$ cat config.mk
export PLATFORM = sky130hd
export DESIGN_NAME = sfx_scheduler
export DESIGN_NICKNAME = d
export VERILOG_FILES = /design/src/rtl/sfx_pkg.sv /design/src/rtl/sfx_req_latch.sv /design/src/rtl/sfx_scheduler.sv
export SDC_FILE = /design/constraint.sdc
export NUM_CORES = 1
export LEC_CHECK = 0
export CAP_MARGIN = 30
export CORE_ASPECT_RATIO = 1.75
export CORE_MARGIN = 3
export CORE_UTILIZATION = 48
export DETAILED_ROUTE_END_ITERATION = 10
export PLACE_DENSITY_LB_ADDON = 0.25
export SETUP_SLACK_MARGIN = 0.05
export SLEW_MARGIN = 0
export SYNTH_ARGS = -nofsm -noshare
export SYNTH_HDL_FRONTEND = slang
export SYNTH_SLANG_ARGS = --single-unit
$ cat constraint.sdc
create_clock -name clk -period 2.5 [get_ports clk]
set_input_delay 0.375 -clock clk [delete_from_list [all_inputs] [get_ports clk]]
set_output_delay 0.375 -clock clk [all_outputs]
set_load 0.005 [all_outputs]
$ cat src/rtl/sfx_pkg.sv
// Shared constants for the sound-effect scheduler: effect ids, effect
// lengths, FSM encoding and the note divider table (100 MHz clock,
// full-period counts, 0 = rest).
package sfx_pkg;

  localparam logic [1:0] SFX_NONE  = 2'd0;
  localparam logic [1:0] SFX_JUMP  = 2'd1;
  localparam logic [1:0] SFX_SCORE = 2'd2;
  localparam logic [1:0] SFX_OVER  = 2'd3;

  localparam int LEN_JUMP  = 4;
  localparam int LEN_SCORE = 8;
  localparam int LEN_OVER  = 16;

  localparam logic [1:0] ST_IDLE = 2'd0;
  localparam logic [1:0] ST_PLAY = 2'd1;
  localparam logic [1:0] ST_GAP  = 2'd2;

  // Index of the final beat of an effect.
  function automatic logic [3:0] effect_last(input logic [1:0] id);
    case (id)
      SFX_JUMP:  effect_last = 4'(LEN_JUMP - 1);
      SFX_SCORE: effect_last = 4'(LEN_SCORE - 1);
      SFX_OVER:  effect_last = 4'(LEN_OVER - 1);
      default:   effect_last = 4'd0;
    endcase
  endfunction

  // Raw divider for (effect, beat); 0 marks a rest.
  function automatic logic [21:0] note_lookup(input logic [1:0] id, input logic [3:0] beat);
    note_lookup = 22'd0;
    case (id)
      SFX_JUMP: begin
        case (beat[1:0])
          2'd0: note_lookup = 22'd191113;   // C5
          2'd1: note_lookup = 22'd151686;   // E5
          2'd2: note_lookup = 22'd127552;   // G5
          default: note_lookup = 22'd95556; // C6
        endcase
      end
      SFX_SCORE: begin
        case (beat[2:0])
          3'd0: note_lookup = 22'd127552;
          3'd1: note_lookup = 22'd0;
          3'd2: note_lookup = 22'd127552;
          3'd3: note_lookup = 22'd95556;
          3'd4: note_lookup = 22'd75843;
          3'd5: note_lookup = 22'd0;
          3'd6: note_lookup = 22'd95556;
          default: note_lookup = 22'd63776;
        endcase
      end
      SFX_OVER: begin
        case (beat)
          4'd0:  note_lookup = 22'd127552;
          4'd1:  note_lookup = 22'd151686;
          4'd2:  note_lookup = 22'd191113;
          4'd3:  note_lookup = 22'd0;
          4'd4:  note_lookup = 22'd255102;
          4'd5:  note_lookup = 22'd303370;
          4'd6:  note_lookup = 22'd382226;
          4'd7:  note_lookup = 22'd0;
          4'd8:  note_lookup = 22'd454545;
          4'd9:  note_lookup = 22'd0;
          4'd10: note_lookup = 22'd510204;
          4'd11: note_lookup = 22'd510204;
          4'd12: note_lookup = 22'd0;
          default: note_lookup = 22'd764526;
        endcase
      end
      default: note_lookup = 22'd0;
    endcase
  endfunction

endpackage

$ cat src/rtl/sfx_req_latch.sv
// Rising-edge detector with a sticky pending bit for one effect requester.
module sfx_req_latch
  import sfx_pkg::*;
(
  input  logic clk,
  input  logic rst,
  input  logic req,
  input  logic active_match, // this id is currently playing: edges are dropped
  input  logic grant,        // this id is being granted: pending clears
  output logic pending
);

  logic prev_reg;
  logic pending_reg;
  logic req_edge;

  assign req_edge = req & ~prev_reg;
  assign pending  = pending_reg;

  // Track request history and hold pending until granted.
  always_ff @(posedge clk or posedge rst) begin
    if (rst) begin
      prev_reg    <= 1'b0;
      pending_reg <= 1'b0;
    end else begin
      prev_reg <= req;
      if (grant)
        pending_reg <= 1'b0;
      else if (req_edge && !active_match)
        pending_reg <= 1'b1;
    end
  end

endmodule

$ cat src/rtl/sfx_scheduler.sv
// Fixed-priority, preemptive sound-effect sequencer. Plays one effect at a
// time on beat ticks, inserts a silent gap between effects and drives the
// registered note divider for the note generator.
module sfx_scheduler
  import sfx_pkg::*;
#(
  parameter int          GAP_BEATS  = 2,
  parameter logic [21:0] SILENT_DIV = 22'd1
) (
  input  logic        clk,
  input  logic        rst,
  input  logic        beat_tick,
  input  logic        req_jump,
  input  logic        req_score,
  input  logic        req_over,
  input  logic        mute,
  output logic [21:0] note_div,
  output logic [1:0]  active_id,
  output logic [3:0]  beat_idx,
  output logic        busy,
  output logic        done
);

  localparam int GAP_W = (GAP_BEATS > 1) ? $clog2(GAP_BEATS + 1) : 1;

  logic [1:0]       state_reg, state_next;
  logic [1:0]       active_id_reg, active_id_next;
  logic [3:0]       beat_reg, beat_next;
  logic [GAP_W-1:0] gap_reg, gap_next;
  logic             done_reg, done_next;
  logic [21:0]      note_div_reg, note_div_next;

  logic [3:1] req_vec;
  logic [3:1] pending_vec;
  logic [3:1] grant_vec;
  logic [1:0] grant_id;
  logic [1:0] hi_id;
  logic [21:0] raw_div;

  assign req_vec = {req_over, req_score, req_jump};

  generate
    for (genvar gi = 1; gi <= 3; gi++) begin : g_req
      assign grant_vec[gi] = (grant_id == 2'(gi));
      sfx_req_latch u_latch (
        .clk          (clk),
        .rst          (rst),
        .req          (req_vec[gi]),
        .active_match ((state_reg == ST_PLAY) && (active_id_reg == 2'(gi))),
        .grant        (grant_vec[gi]),
        .pending      (pending_vec[gi])
      );
    end
  endgenerate

  // Highest-priority pending id (over > score > jump).
  always_comb begin
    hi_id = SFX_NONE;
    if (pending_vec[3])      hi_id = SFX_OVER;
    else if (pending_vec[2]) hi_id = SFX_SCORE;
    else if (pending_vec[1]) hi_id = SFX_JUMP;
  end

  // Sequencing: grant, preempt, beat advance, completion and gap countdown.
  always_comb begin
    state_next     = state_reg;
    active_id_next = active_id_reg;
    beat_next      = beat_reg;
    gap_next       = gap_reg;
    done_next      = 1'b0;
    grant_id       = SFX_NONE;
    case (state_reg)
      ST_IDLE: begin
        if (hi_id != SFX_NONE) begin
          grant_id       = hi_id;
          state_next     = ST_PLAY;
          active_id_next = hi_id;
          beat_next      = 4'd0;
        end
      end
      ST_PLAY: begin
        if (hi_id > active_id_reg) begin
          // Preemption wins over a coincident tick; old effect is abandoned.
          grant_id       = hi_id;
          active_id_next = hi_id;
          beat_next      = 4'd0;
        end else if (beat_tick) begin
          if (beat_reg == effect_last(active_id_reg)) begin
            done_next      = 1'b1;
            active_id_next = SFX_NONE;
            beat_next      = 4'd0;
            if (GAP_BEATS == 0) begin
              state_next = ST_IDLE;
            end else begin
              state_next = ST_GAP;
              gap_next   = GAP_W'(GAP_BEATS);
            end
          end else begin
            beat_next = beat_reg + 4'd1;
          end
        end
      end
      ST_GAP: begin
        if (beat_tick) begin
          if (gap_reg <= GAP_W'(1)) state_next = ST_IDLE;
          else                      gap_next   = gap_reg - GAP_W'(1);
        end
      end
      default: state_next = ST_IDLE;
    endcase
  end

  // Divider for the current registered effect/beat; silent unless playing.
  assign raw_div = note_lookup(active_id_reg, beat_reg);
  always_comb begin
    note_div_next = SILENT_DIV;
    if (state_reg == ST_PLAY && !mute && raw_div != 22'd0)
      note_div_next = raw_div;
  end

  // State and output registers.
  always_ff @(posedge clk or posedge rst) begin
    if (rst) begin
      state_reg     <= ST_IDLE;
      active_id_reg <= SFX_NONE;
      beat_reg      <= 4'd0;
      gap_reg       <= '0;
      done_reg      <= 1'b0;
      note_div_reg  <= SILENT_DIV;
    end else begin
      state_reg     <= state_next;
      active_id_reg <= active_id_next;
      beat_reg      <= beat_next;
      gap_reg       <= gap_next;
      done_reg      <= done_next;
      note_div_reg  <= note_div_next;
    end
  end

  assign note_div  = note_div_reg;
  assign active_id = active_id_reg;
  assign beat_idx  = beat_reg;
  assign busy      = (state_reg != ST_IDLE);
  assign done      = done_reg;

endmodule

==> results of run 1 <==
-- metal layers --
metal / GRT usage, % / up-vias / wire, um
met2: 36.32 / 112 / 2931
li1: - / 1004 / -
met5: 0 / - / 0
met3: 4.005 / 32 / 392
met1: 28.45 / 945 / 2339
met4: 15.54 / 0 / 372
-- area by class of cell --
type | count | area share (%)
Clock inverter | 2 | 0.3444
Tap cell | 51 | 2.195
Sequential cell | 37 | 31.98
Clock buffer | 6 | 2.497
Inverter | 17 | 2.195
Timing Repair Buffer | 61 | 18.68
Multi-Input combinational cell | 188 | 42.10
-- layout by cell type, fill, tap and decap left out, drive strengths merged, types with 3 or more instances in the layout --
cell type      count
a21oi             17
dfrtp             36
nor3               4
o211ai             3
nor2              26
ha                13
or3                4
nand3              6
nand2b             3
inv               17
a211oi             3
o31ai              4
clkdlybuf4s50     34
buf               27
nand3b             5
clkbuf             6
a21o               3
nand2             26
nor2b              7
nor4               3
o21ai             20
-- worst paths after layout --
check	startpoint	to	slack (ps)
setup reg to reg	beat_idx[0]$_DFFE_PP0P_	note_div[0]$_DFF_PP1_	110
max in group asynchronous	rst	beat_idx[1]$_DFFE_PP0P_	1650
hold / removal	rst	note_div[7]$_DFF_PP0_	500
min in group clk	g_req[3].u_latch.prev_reg$_DFF_PP0_	g_req[3].u_latch.pending$_DFFE_PP0P_	510
hold reg to reg	g_req[3].u_latch.prev_reg$_DFF_PP0_	g_req[3].u_latch.pending$_DFFE_PP0P_	510
setup / recovery	beat_idx[0]$_DFFE_PP0P_	note_div[0]$_DFF_PP1_	110
-- stage by stage --
| step | hold slack (ps) | area [um2] | worst slack (ps) | utilization [%] |
|---|---|---|---|---|
| 3_5_place_dp | 501.9 | 2799 | 16.99 | 62.42 |
| 2_1_floorplan | 406.4 | 2278 | 78.83 | - |
| 3_3_place_gp | 490.2 | 2799 | 118.7 | 62.42 |
| 5_1_grt | 545.5 | 2907 | 10.51 | 64.82 |
| 6_report | 503.2 | 2907 | 113.5 | 64.82 |
| 4_1_cts | 513.8 | 2889 | 56.86 | 64.43 |
-- what timing repair did --
item | in CTS | in global routing
buffers inserted | 1 | 0
gates cloned | 0 | 0
gates resized for setup | 0 | 3
pin swaps | 1 | 2
setup endpoints to repair | 1 | 3
-- power groups by stage --
stage          sequential (mW)  clock [mW]  combinational (mW)
2_1_floorplan            0.914           0                1.37
3_3_place_gp             0.919           0                2.24
3_5_place_dp             0.923           0                2.23
4_1_cts                  0.909       0.414                2.26
5_1_grt                  0.933       0.446                2.56
6_report                 0.909       0.404                2.31
-- kinds of logic after synthesis --
kind of cell | after synthesis | synth area share, %
AOI/OAI and AO/OA | 69 | 21.00
xor gates and xnor gates | 1 | 0.3860
adders and majority gates | 13 | 7.167
buffers and inverters | 31 | 6.284
DFF | 37 | 40.85
muxes | 3 | 1.378
other | 1 | 0.1652
and+or+nand+nor | 100 | 22.77
-- worst min-delay path: stages --
cell             delay [ps]
clkdlybuf4s50_1         400
inv_1                    50
buf_4                   390
==> impl_metrics.toml, run 1 <==
[run_status]
run_status = "complete, no violations"

[clocking]
tritoncts = "yes"
cts_hold_buf = 0
cts_max_path_buffers = 2
numCtsBuffers = 5
clockRootBuffer = "clkbuf_8"
clkTransAtPathRegs_ps = 70
clock_sinks = 37
clkLatencyLatePin_ps = 290
cts.htree.levels = 2

[sta]
min_period_over_period_pct = 95.46
setup-tns-final_ps = 0
fmax_ghz = 0.4190
tightest_slew_ps = 563.4
finalSetupViolCount = 0
relSlewSlack_pct = 62.44
maxSlewViolCount = 0
hold_viol = 0
grt_setup_unrepaired = "yes"
final.setup_skew_ps = 5.310
fin_crit_ps = 2386

[cells_and_area]
fin_nets = 330
area_growth_syn_to_layout_pct = 28.06
multiInputGateArea_um2 = 1224
diodes = 0
stdcell_count = 362
nFillCells = 397
largest_reg_flops = 20
regArea_um2 = 929.6
final_layout_size_suffix_gt1_share_pct = 15.76

[synthesis]
yosysMostFrequentCell = "dfrtp_1"
syn_area_um2 = 2270
synth_top_area_share_pct = 39.69
ys_ff_latch = 37
synth_area_leaders = "dfrtp_1, ha_1, nand2_1"
avgSynthCellArea_um2 = 8.901
synthArstFlopShare_pct = 100.0
ys.flop_type = "dfrtp_1"
seq_area_frac_synth_pct = 40.85
synthTopCellsByCount = "dfrtp_1, nand2_1, nor2_1"
synth_edf_count = 0
synth_cell_type_count = 58
synth_top_area_cell = "dfrtp_1"
syn-instance-count = 255
yosys_warnings = 0

[routing]
totalWireLength_mm = 6.035
via_per_inst = 5.782
drc = 0
num_vias = 2093
drtPass1Iterations = 7
drtAntennaViolNets = 0
avgRoutedWirePerCell_um = 16.67
drtIter0Drc = 117

[global_routing]
grt_max_degree = 38
grt_first_pass_wirelength_mm = 10.23
grt_pass1_vias = 2154
overflow = 0
antenna_found_initial = 0
track_usage_pct = 23.29

[job]
drv_cap = 0

[critical_path]
crit_type = "flop to flop"
crit_family = "simple AND/OR/NAND/NOR gates"
end_kind = "flop"
crit_chain = "buf_4 > buf_4 > ha_1 > or4b_1 > or4_4 > nor3b_1 > nand3_1 > o311ai_2"
start_kind = "flop"
worstPathRequired_ps = 2700
path_common_cell = "buf_4"
rr_worst_depth = 8
cpPeakStageDelay_ps = 540
path_buf_inv = 2
crit_cells = 8
crit_slowest_cell = "or4b_1"
cp.arrival_ps = 2590
cp_max_fo = 5

[power_and_ir_drop]
p_sw_mw = 1.579
power_frac_seq_pct = 25.1
p_int_mw = 2.044
combPwrFrac_pct = 63.8
leakage_nw = 1.311
ir_worst_vdd_v = 0.0007369
total_power_mw = 3.623
p_clk_share_pct = 11.1
switching_share_pct = 43.57
cellPowerDensity_nw_per_um2 = 1247

[floorplanning]
die_x_um = 57.98
start_util_pct = 50.61
die_h_um = 96.97
io_pins = 37
dieArea_um2 = 5622
core.rowCount = 32
coreArea_um2 = 4484

[placement]
dp_hpwl_mm = 4.692
portBuffers = 34
gp_congestion = 0.8989
dp.cells = 353

[min_path]
min_path_type = "input port to async pin"
Note: power is estimated with default switching activity, not from simulation.
==> run 2, diff against run 1 <==
--- a/config.mk
+++ b/config.mk
@@ -5,12 +5,13 @@
 export SDC_FILE = /design/constraint.sdc
 export NUM_CORES = 1
 export LEC_CHECK = 0
+export ABC_AREA = 1
 export CAP_MARGIN = 30
 export CORE_ASPECT_RATIO = 1.75
 export CORE_MARGIN = 3
-export CORE_UTILIZATION = 48
+export CORE_UTILIZATION = 49
 export DETAILED_ROUTE_END_ITERATION = 10
-export PLACE_DENSITY_LB_ADDON = 0.25
+export PLACE_DENSITY = 0.83
 export SETUP_SLACK_MARGIN = 0.05
 export SLEW_MARGIN = 0
 export SYNTH_ARGS = -nofsm -noshare
==> impl_metrics.toml, run 2 <==
[run_status]
run_status = "complete, no violations"

[synthesis]
synthArstFlopShare_pct = 100.0
avgSynthCellArea_um2 = 7.669
synth_top_area_share_pct = 36.94
yosysMostFrequentCell = "nand2_1"
syn-instance-count = 318
synthTopCellsByCount = "nand2_1, nor2_1, inv_1"
synth_edf_count = 0
synth_cell_type_count = 38
seq_area_frac_synth_pct = 38.02
synth_top_area_cell = "dfrtp_1"
syn_area_um2 = 2439
ys_ff_latch = 37
synth_area_leaders = "dfrtp_1, nand2_1, ha_1"
ys.flop_type = "dfrtp_1"
yosys_warnings = 0

[clocking]
clock_sinks = 37
numCtsBuffers = 5
clkLatencyLatePin_ps = 290
cts_max_path_buffers = 2
cts.htree.levels = 2
clockRootBuffer = "clkbuf_8"
tritoncts = "yes"
clkTransAtPathRegs_ps = 70

[cells_and_area]
final_common_cell = "nand2_1"
diodes = 0
largest_reg_flops = 20
layout_common_cells = "nand2_1, inv_1, nor2_1"
fin_nets = 388
nFillCells = 411
final_layout_size_suffix_gt1_share_pct = 20.33
area_growth_syn_to_layout_pct = 26.01

[min_path]
min_path_type = "flop to flop"

[sta]
finalSetupViolCount = 0
setup_slack_ps = 163.2
maxSlewViolCount = 0
min_period_over_period_pct = 93.47
final.setup_skew_ps = 9.227
hold_viol = 0
fin_crit_ps = 2337
setup-tns-final_ps = 0
grt_setup_unrepaired = "no"
fmax_ghz = 0.4279

[critical_path]
start_kind = "flop"
r2r_setup_slack_ps = 160
crit_end = "note_div[7]$_DFF_PP0_"
end_kind = "flop"
rr_worst_depth = 14
worstSetupStartpoint = "beat_idx[1]$_DFFE_PP0P_"
cp.arrival_ps = 2550
cp_max_fo = 6
crit_type = "flop to flop"
r2r_start = "beat_idx[1]$_DFFE_PP0P_"
worstPathRequired_ps = 2710
rr_endpoint = "note_div[7]$_DFF_PP0_"

[global_routing]
grt_max_degree = 38
track_usage_pct = 22.20
overflow = 0
grt_first_pass_wirelength_mm = 9.963
antenna_found_initial = 0
grt_pass1_vias = 2271

[floorplanning]
io_pins = 37
die_h_um = 99.32
dieArea_um2 = 5892
coreArea_um2 = 4748
start_util_pct = 51.36
core.rowCount = 33
die_x_um = 59.33

[power_and_ir_drop]
ir_worst_vdd_v = 0.0008015
leakage_nw = 1.527
cellPowerDensity_nw_per_um2 = 1212

[routing]
num_vias = 2214
avgRoutedWirePerCell_um = 14.58
drc = 0
drtIter0Drc = 49
drtAntennaViolNets = 0
via_per_inst = 5.259
drtPass1Iterations = 4
totalWireLength_mm = 6.140

[placement]
gp_congestion = 0.9583
portBuffers = 34
dp_hpwl_mm = 4.861
post-place-ws_ps = 101.6

[job]
drv_cap = 0
==> run 2: changes by cell type after synthesis, moves of 6 or more <==
cell / previous run / this run
nand2_1: 26 / 70
inv_1: 16 / 42
nor2_1: 26 / 43
nor2_4: 0 / 12
nand3_1: 6 / 17
nand2_2: 0 / 8
clkbuf_1: 7 / 0
nor2_2: 0 / 7
nor2b_1: 7 / 0
o21ai_0: 17 / 11
==> run 2: layer usage <==
layer / GRT usage (%) / vias up / wire length, um
met1: 20.96 / 1029 / 2127
met2: 41.70 / 73 / 3440
met5: 0 / - / 0
met4: 12.91 / 0 / 349
met3: 4.026 / 23 / 223
li1: - / 1089 / -
==> run 2: cells by family after synthesis <==
kind of cell	synth area share, %
other	0.1538
XOR/XNOR	0.3592
adder cells (fa/ha/maj)	6.670
flip-flops	38.02
AND/OR/NAND/NOR	35.71
buffers and inverters	10.36
AO/OA/AOI/OAI	8.723
==> run 2: power breakdown <==
group	internal [mW]	switching, mW
clock	0.223	0.209
sequential	0.743	0.106
combinational	0.942	1.50
==> run 2: through the flow <==
| stage | total power, mW | hold WS, ps | util (%) | cells | cell area [um2] |
|---|---|---|---|---|---|
| floorplan | 2.415 | 405.2 | - | 319 | 2442 |
| global placement | 3.101 | 423.9 | 60.90 | 409 | 2892 |
| detailed placement | 3.141 | 422.8 | 60.90 | 409 | 2892 |
| CTS | 3.593 | 444.6 | 62.92 | 417 | 2988 |
| global route | 4.044 | 459.6 | 64.72 | 421 | 3073 |
| finish | 3.725 | 443.9 | 64.72 | 421 | 3073 |
==> run 2: repair_timing <==
item	in CTS	in global routing
endpoints found under the setup margin	0	18
buffers inserted	0	4
gates resized for setup	0	12
hold buffers	0	0
==> run 2: how the worst min path moves through the flow <==
| stage | from | to | slack, ps | depth (start not counted) |
|---|---|---|---|---|
| 2_1_floorplan | g_req[1].u_latch.prev_reg$_DFF_PP0_ | g_req[1].u_latch.pending$_DFFE_PP0P_ | 410 | 1 |
| 3_3_place_gp | g_req[1].u_latch.prev_reg$_DFF_PP0_ | g_req[1].u_latch.pending$_DFFE_PP0P_ | 420 | 1 |
| 3_5_place_dp | g_req[1].u_latch.prev_reg$_DFF_PP0_ | g_req[1].u_latch.pending$_DFFE_PP0P_ | 420 | 1 |
| 4_1_cts | g_req[1].u_latch.prev_reg$_DFF_PP0_ | g_req[1].u_latch.pending$_DFFE_PP0P_ | 440 | 1 |
| 5_1_grt | g_req[1].u_latch.prev_reg$_DFF_PP0_ | g_req[1].u_latch.pending$_DFFE_PP0P_ | 460 | 1 |
| 6_report | g_req[1].u_latch.prev_reg$_DFF_PP0_ | g_req[1].u_latch.pending$_DFFE_PP0P_ | 440 | 1 |
==> run 2: area by class of cell <==
class                      instances  area [um2]  area share (%)
multi-input combinational        226        1318           42.87
clock buffer                       6       82.58           2.687
sequential                        37       927.1           30.17
tap                               52       65.06           2.117
clock inverter                     2       13.76          0.4479
inverter                          49       188.9           6.148
timing repair buffer              49       478.0           15.55
==> run 2: critical path: stages, from the launching register on <==
cell and delay [ps]:
dfrtp_1 380, inv_1 90, buf_4 160, ha_1 240, or2_2 330, nor2_2 150, nand3_4 140, nand3_2 140
nor2_2 50, nand2_1 80, nor2_2 40, nand2_2 80, nand2_4 90, buf_4 150, nor2_1 120
==> run 3, diff against run 2 <==
--- a/config.mk
+++ b/config.mk
@@ -13,6 +13,7 @@
 export DETAILED_ROUTE_END_ITERATION = 10
 export PLACE_DENSITY = 0.83
 export SETUP_SLACK_MARGIN = 0.05
+export SKIP_CTS_REPAIR_TIMING = 1
 export SLEW_MARGIN = 0
 export SYNTH_ARGS = -nofsm -noshare
 export SYNTH_HDL_FRONTEND = slang
==> results of run 3 <==
Final layout, timing and power as in run 2 (identical DEF).
